==> src/rtl/alu181_sliced.sv <==
// Bit-serial-by-slice 74181-compatible ALU: one SLICE-wide function generator reused
// across NSLICE clocks, with a registered ripple carry and a stored carry for chained ops.
module alu181_sliced #(
  parameter int unsigned WIDTH = 16,
  parameter int unsigned SLICE = 4
) (
  input  logic             clk,
  input  logic             rst_n,
  input  logic             start,
  input  logic [WIDTH-1:0] a,
  input  logic [WIDTH-1:0] b,
  input  logic [3:0]       s,
  input  logic             m,
  input  logic             cn_b,
  input  logic             chain,
  output logic             busy,
  output logic             done,
  output logic [WIDTH-1:0] f,
  output logic             cn4_b,
  output logic             aeb
);

  localparam int unsigned NSLICE = WIDTH / SLICE;
  localparam int unsigned CW     = (NSLICE > 1) ? $clog2(NSLICE) : 1;

  typedef enum logic {IDLE, RUN} state_t;

  state_t           state_q, state_d;
  logic [WIDTH-1:0] a_q, a_d, b_q, b_d, res_q, res_d, f_q, f_d;
  logic [3:0]       s_q, s_d;
  logic [CW-1:0]    cnt_q, cnt_d;
  logic             m_q, m_d, carry_q, carry_d, stored_q, stored_d;
  logic             busy_q, busy_d, done_q, done_d, cn4_b_q, cn4_b_d, aeb_q, aeb_d;

  logic [SLICE-1:0] a_sl, b_sl, e_v, d_v, sf;
  logic [SLICE:0]   cy;
  logic [WIDTH-1:0] res_nx;

  // One slice of the function generator; operands are consumed from the LSB end.
  always_comb begin
    a_sl  = a_q[SLICE-1:0];
    b_sl  = b_q[SLICE-1:0];
    e_v   = ~((a_sl & b_sl & {SLICE{s_q[3]}}) | (a_sl & ~b_sl & {SLICE{s_q[2]}}));
    d_v   = ~((~b_sl & {SLICE{s_q[1]}}) | (b_sl & {SLICE{s_q[0]}}) | a_sl);
    cy    = '0;
    cy[0] = carry_q;
    for (int i = 0; i < SLICE; i++) begin
      cy[i+1] = ~d_v[i] & (cy[i] | ~e_v[i]);
    end
    sf     = e_v ^ d_v ^ (cy[SLICE-1:0] | {SLICE{m_q}});
    res_nx = (res_q >> SLICE) | (WIDTH'(sf) << (WIDTH - SLICE));
  end

  // Sequencing: latch on accept, one slice per RUN cycle, publish all outputs at the end.
  always_comb begin
    state_d  = state_q;
    a_d      = a_q;
    b_d      = b_q;
    s_d      = s_q;
    m_d      = m_q;
    carry_d  = carry_q;
    cnt_d    = cnt_q;
    res_d    = res_q;
    stored_d = stored_q;
    busy_d   = busy_q;
    done_d   = 1'b0;
    f_d      = f_q;
    cn4_b_d  = cn4_b_q;
    aeb_d    = aeb_q;
    case (state_q)
      IDLE: begin
        if (start) begin
          state_d = RUN;
          busy_d  = 1'b1;
          a_d     = a;
          b_d     = b;
          s_d     = s;
          m_d     = m;
          carry_d = chain ? stored_q : ~cn_b;
          cnt_d   = '0;
        end
      end
      RUN: begin
        a_d     = a_q >> SLICE;
        b_d     = b_q >> SLICE;
        carry_d = cy[SLICE];
        res_d   = res_nx;
        if (cnt_q == CW'(NSLICE - 1)) begin
          state_d  = IDLE;
          busy_d   = 1'b0;
          done_d   = 1'b1;
          f_d      = res_nx;
          cn4_b_d  = ~cy[SLICE];
          aeb_d    = &res_nx;
          stored_d = cy[SLICE];
          cnt_d    = '0;
        end else begin
          cnt_d = cnt_q + CW'(1);
        end
      end
      default: state_d = IDLE;
    endcase
  end

  always_ff @(posedge clk or negedge rst_n) begin
    if (!rst_n) begin
      state_q  <= IDLE;
      a_q      <= '0;
      b_q      <= '0;
      s_q      <= '0;
      m_q      <= 1'b0;
      carry_q  <= 1'b0;
      cnt_q    <= '0;
      res_q    <= '0;
      stored_q <= 1'b0;
      busy_q   <= 1'b0;
      done_q   <= 1'b0;
      f_q      <= '0;
      cn4_b_q  <= 1'b1;
      aeb_q    <= 1'b0;
    end else begin
      state_q  <= state_d;
      a_q      <= a_d;
      b_q      <= b_d;
      s_q      <= s_d;
      m_q      <= m_d;
      carry_q  <= carry_d;
      cnt_q    <= cnt_d;
      res_q    <= res_d;
      stored_q <= stored_d;
      busy_q   <= busy_d;
      done_q   <= done_d;
      f_q      <= f_d;
      cn4_b_q  <= cn4_b_d;
      aeb_q    <= aeb_d;
    end
  end

  assign busy  = busy_q;
  assign done  = done_q;
  assign f     = f_q;
  assign cn4_b = cn4_b_q;
  assign aeb   = aeb_q;

endmodule
==> config.mk <==
export PLATFORM = sky130hd
export DESIGN_NAME = alu181_sliced
export DESIGN_NICKNAME = d
export VERILOG_FILES = /design/src/rtl/alu181_sliced.sv
export SDC_FILE = /design/constraint.sdc
export NUM_CORES = 1
export LEC_CHECK = 0
export BUFFER_PORTS_ARGS = -buffer_cell sky130_fd_sc_hd__buf_2
export CAP_MARGIN = 20
export CORE_UTILIZATION = 35
export DETAILED_ROUTE_END_ITERATION = 7
export GPL_ROUTABILITY_DRIVEN = 0
export SYNTH_ARGS = -nofsm -noshare
export SYNTH_HDL_FRONTEND = slang
export SYNTH_SLANG_ARGS = --single-unit
==> constraint.sdc <==
create_clock -name clk -period 2.3 [get_ports clk]
set_clock_uncertainty 0.2 [all_clocks]
set_input_delay 0.23 -clock clk [delete_from_list [all_inputs] [get_ports clk]]
set_output_delay 0.23 -clock clk [all_outputs]
set_load 0.01 [all_outputs]
[After elaboration in Yosys (flattened, before gate mapping)]
Index checks and enable logic that the tools add are counted.
Storage, ports and cells
  register bits: 78
  input bits: 42
Cells by class
  $add $sub $neg: 1
  equality and inequality tests: 3
  muxes and demuxes: 18
  bitwise gates (word level): 35
  reductions and logical operators: 4
Operators with widths (number)
  one-hot mux 16 bit (2 select lines): 2
  two-way mux 16 bit: 2
  bitwise AND 4 bit: 6
  OR 12 x 16 -> 16 bit: 1
  OR 4 bit: 4
  AND reduction 16 bit: 1
  NOT 4 bit: 3
  NOT 1 bit: 11
  two-way mux 1 bit: 8
  XOR 4 bit: 2
  one-hot mux 1 bit (2 select lines): 3
  AND reduction 2 bit: 3
  bitwise AND 1 bit: 4
  two-way mux 2 bit: 2
  OR 1 bit: 4
  one-hot mux 2 bit (2 select lines): 1
  adder 2 x 1 -> 2 bit (second input constant): 1
  == test 2 bit (second input constant): 1
  inequality test 2 x 1 -> 1 bit (second input constant): 1
  inequality test 2 bit (second input constant): 1

[Depth between registers and ports, before layout]
  depth in word-level cells: 16
  gate-level depth with buffers: 7
  depth with buffers taken out: 6

[Worst setup path after synthesis]
OpenSTA, ideal clock, no wires.
  kind: register to register
  start point: register b_q[0]
  end point: register res_q[15]
  library setup time: 0.125 ns
  data arrival time: 1.702 ns
  required time: 1.975 ns
  path slack: 0.273 ns
  cell stages (with the launch flop): 7
  buffers on the path: 0
  clock period less this slack: 2.027 ns
  path through: dfrtp_1 mux2_4 o21ai_1 a31oi_1 a221o_1 xnor2_2 mux2_2
On the way
  longest elaborated chain between the ends: 15
  elaborated cells between the ends (all ways): 23
  those cells by class: bitwise: 23
RTL lines
  start, declared: RTL line 29  | logic [WIDTH-1:0] a_q, a_d, b_q, b_d, res_q, res_d, f_q, f_d;
  start signal, assigned: RTL line 109  | b_q <= '0;
  start signal, assigned: RTL line 124  | b_q <= b_d;
  NOT 4 bit: RTL line 43, 44
  bitwise AND 4 bit (2 in series): RTL line 43  | e_v = ~((a_sl & b_sl & {SLICE{s_q[3]}}) | (a_sl & ~b_sl & {SLICE{s_q[2]}}));
  OR 4 bit: RTL line 43
  NOT 4 bit: RTL line 43
  NOT 1 bit: RTL line 48  | cy[i+1] = ~d_v[i] & (cy[i] | ~e_v[i]);
  OR 1 bit: RTL line 48
  bitwise AND 1 bit (*): RTL line 48
  OR 1 bit (*): RTL line 48
  bitwise AND 1 bit (*): RTL line 48
  OR 1 bit (*): RTL line 48
  bitwise AND 1 bit (*): RTL line 48
  OR 4 bit (*): RTL line 50  | sf = e_v ^ d_v ^ (cy[SLICE-1:0] | {SLICE{m_q}});
  XOR 4 bit (*): RTL line 50
  OR 12 x 16 -> 16 bit (*): RTL line 51  | res_nx = (res_q >> SLICE) | (WIDTH'(sf) << (WIDTH - SLICE));
  end signal, assigned: RTL line 129  | res_q <= res_d;
  end, declared: RTL line 29
Every way passes the cells marked *; elsewhere a longest branch is shown, timed or not.
A chain may end at the register's enable or synchronous reset.

[Final worst setup path]
Ends and elaborated chain as after synthesis.

==> results.toml <==
[outcome]
status = "completed"

[yosys]
yosysWarnings = 0
synth_edf_count = 0
synthCells = 294
yosysSeqAreaShare = 0.552
yosys_register_bits = 74
synth_nets = 337
synth_top_cell_area_share = 0.545
synth_top_area_cell = "dfrtp_1"
synth.avg_cell_area_um2 = 11.4
synth_area_um2 = 3350
postSynth.asyncResetShare = 1.00
synth_area_leaders = "dfrtp_1 (54%), mux2i_1 (10%), mux2_2 (8.7%)"
synth_cell_types = 38
synth_ff_type = "dfrtp_1"

[detailed_routing]
drt-wirelength-per-cell_um = 13.8
drc = 0
ant_nets = 0
viasPerCell = 4.67
drt_iter0_markers = 147
via_count = 2441
wl_um = 7210
drtPass1Iterations = 4

[clock_network]
cts_tree = "yes"
clock_path_buffers = 2
path_clk_slew_ns = 0.07
cts_buffers = 9
cts_setup_buffers = 0
numClockSinks = 74
htreeDepth = 3
clk_latency_ns = 0.35
cts_root_buf = "clkbuf_8"

[sta]
maxSlewHeadroom = 0.530
setup_viol = 0
finalCriticalPeriod_ns = 2.15
drv_slew = 0
tns_ns = 0
period_share = 0.935
max_freq_mhz = 465
rsz0062_at_grt = "no"
finalHoldViolCount = 0
worst_pin_slew_ns = 0.704

[final_layout]
drive_gt1_frac = 0.292
diodes = 0
area_growth_pct = 30.5
fin_nets = 432
fin_cells = 523

[worst_setup_path]
rr_startpoint = "b_q[0]$_DFFE_PN0P_"
cp_data_required_time_ns = 2.33
critPathKind = "reg -> reg"
cp-startpoint = "b_q[0]$_DFFE_PN0P_"
critPathTopFamily = "compound AO/OA/AOI/OAI gates"
worstPathArrival_ns = 2.18
crit_slowest_cell = "dfrtp_1"
crit_buf_inv = 0
crit_path_cell_trace = "mux2_4, o21ai_1, a31oi_1, a221o_1, xnor2_2, mux2_2"
critPathLaunchType = "register"
slowest_delay_ns = 0.45
critPathMaxFanout = 5
endpoint_kind = "register"

[global_route]
antenna_found_initial = 0
overflow = 0
track_usage = 0.159
grt_pass1_wl_um = 12200
grt_pass1_vias = 2514
grt_max_degree = 62

[placed_design]
placed_cells = 471
port_buffers = 61
hpwl_um = 4780

[floorplan]
rows = 35
die_area_um2 = 9980
initial_core_util = 0.361
pin_count = 62
die_h_um = 99.9
core_area_um2 = 9280
die_width_um = 99.9

[pwr]
peakVddDrop_mv = 0.357
p_leak_nw = 2.05
powerDensity_nw_per_um2 = 1250

[hold_path]
min-delay-start = "b[1]"
hold_path.class = "in -> reg"

[run]
max_cap_viol_count = 0
-- cell usage after synthesis (all sizes together) (2+ instances only) --
cell type / instances
nor2: 12
xnor2: 3
mux2i: 35
mux4: 2
mux2: 28
buf: 5
nor2b: 4
nand4: 3
o21ai: 37
a22o: 2
o211ai: 3
nand2b: 4
o22ai: 3
inv: 10
nand2: 40
clkbuf: 12
o2bb2ai: 2
dfrtp: 73
-- report_power, final --
| part | total, mW | switching, mW | internal (mW) | leakage (nW) |
|---|---|---|---|---|
| combinational | 1.97 | 0.930 | 1.04 | 1.03 |
| sequential | 2.37 | 0.498 | 1.87 | 0.915 |
| clock | 1.12 | 0.487 | 0.637 | 0.109 |
| total | 5.46 | 1.92 | 3.54 | 2.05 |
-- per-stage QoR --
step / total power, mW / util / area, µm² / setup WS, ns / hold WS [ns]
after CTS: 5.51 / 0.472 / 4380 / 0.172 / 0.0132
final: 5.46 / 0.472 / 4380 / 0.150 / 0.0125
after global placement: 4.27 / 0.409 / 3800 / 0.207 / 0.0768
after detailed placement: 4.33 / 0.409 / 3800 / 0.174 / 0.0838
after floorplan: 3.73 / - / 3350 / 0.273 / -0.266
after global routing: 5.88 / 0.472 / 4380 / 0.0599 / 0.0427
-- worst register-to-register path, cell delays in order, from the launching register on --
cell     delay [ns]
dfrtp_1        0.45
mux2_4         0.33
o21ai_1        0.13
a31oi_1        0.11
a221o_1        0.40
xnor2_2        0.16
mux2_2         0.27
-- kinds of logic (layout without fill, tap and decap cells) --
| logic type | Yosys count | in the layout | share of synthesized area |
|---|---|---|---|
| buffers and inverters | 27 | 127 | 0.0313 |
| xor gates and xnor gates | 4 | 4 | 0.0127 |
| adders and majority gates | 1 | 1 | 0.00373 |
| AOI/OAI and AO/OA | 56 | 56 | 0.0992 |
| and+or+nand+nor | 67 | 67 | 0.0865 |
| DFF | 74 | 74 | 0.552 |
| muxes | 65 | 65 | 0.214 |
-- layout make-up --
class	instances	area, µm²
multi-input cells	193	1400
fillers	899	4900
well taps	129	161
repair buffers	101	711
clock inverters	5	77.6
clock buffers	11	141
flip-flops and latches	74	1850
inverters	10	37.5
-- sequential cells by signal, indices dropped and copies added (netlist names), 2 cells and up --
| name | count |
|---|---|
| res_q | 12 |
| cnt_q | 2 |
| s_q | 4 |
| f | 16 |
| a_q | 16 |
| b_q | 16 |
-- what timing repair did --
action,CTS,global route
gates resized for setup,0,0
endpoints found under the hold margin,80,0
hold buffers,36,0
-- final timing paths --
path,endpoint,slack [ns],depth (start not counted)
max in group asynchronous,s_q[3]$_DFFE_PN0P_,1.10,3
min in group asynchronous,a_q[15]$_DFFE_PN0P_,0.23,2
setup reg to reg,res_q[15]$_DFFE_PN0P_,0.15,6
setup / recovery,res_q[15]$_DFFE_PN0P_,0.15,6
hold reg to reg,f[14]$_DFFE_PN0P_,0.29,2
hold / removal,b_q[1]$_DFFE_PN0P_,0.01,3
-- placed cells by master, fill, tap and decap left out, types with 10 or more instances in the layout --
cell	instances
dfrtp_1	72
clkbuf_8	10
mux2i_1	35
buf_2	60
nor2_1	12
o21ai_0	35
nand2_1	40
dlygate4sd3_1	36
mux2_2	26
inv_1	10
-- per-layer routing --
metal  up-vias  track usage  wire [µm]
li1       1215            -          -
met1      1180        0.216       3450
met2        38        0.243       3420
met3         8       0.0418        235
met4         0       0.0611        105
met5         -            0          0
Note: power is estimated with default switching activity, not from simulation.
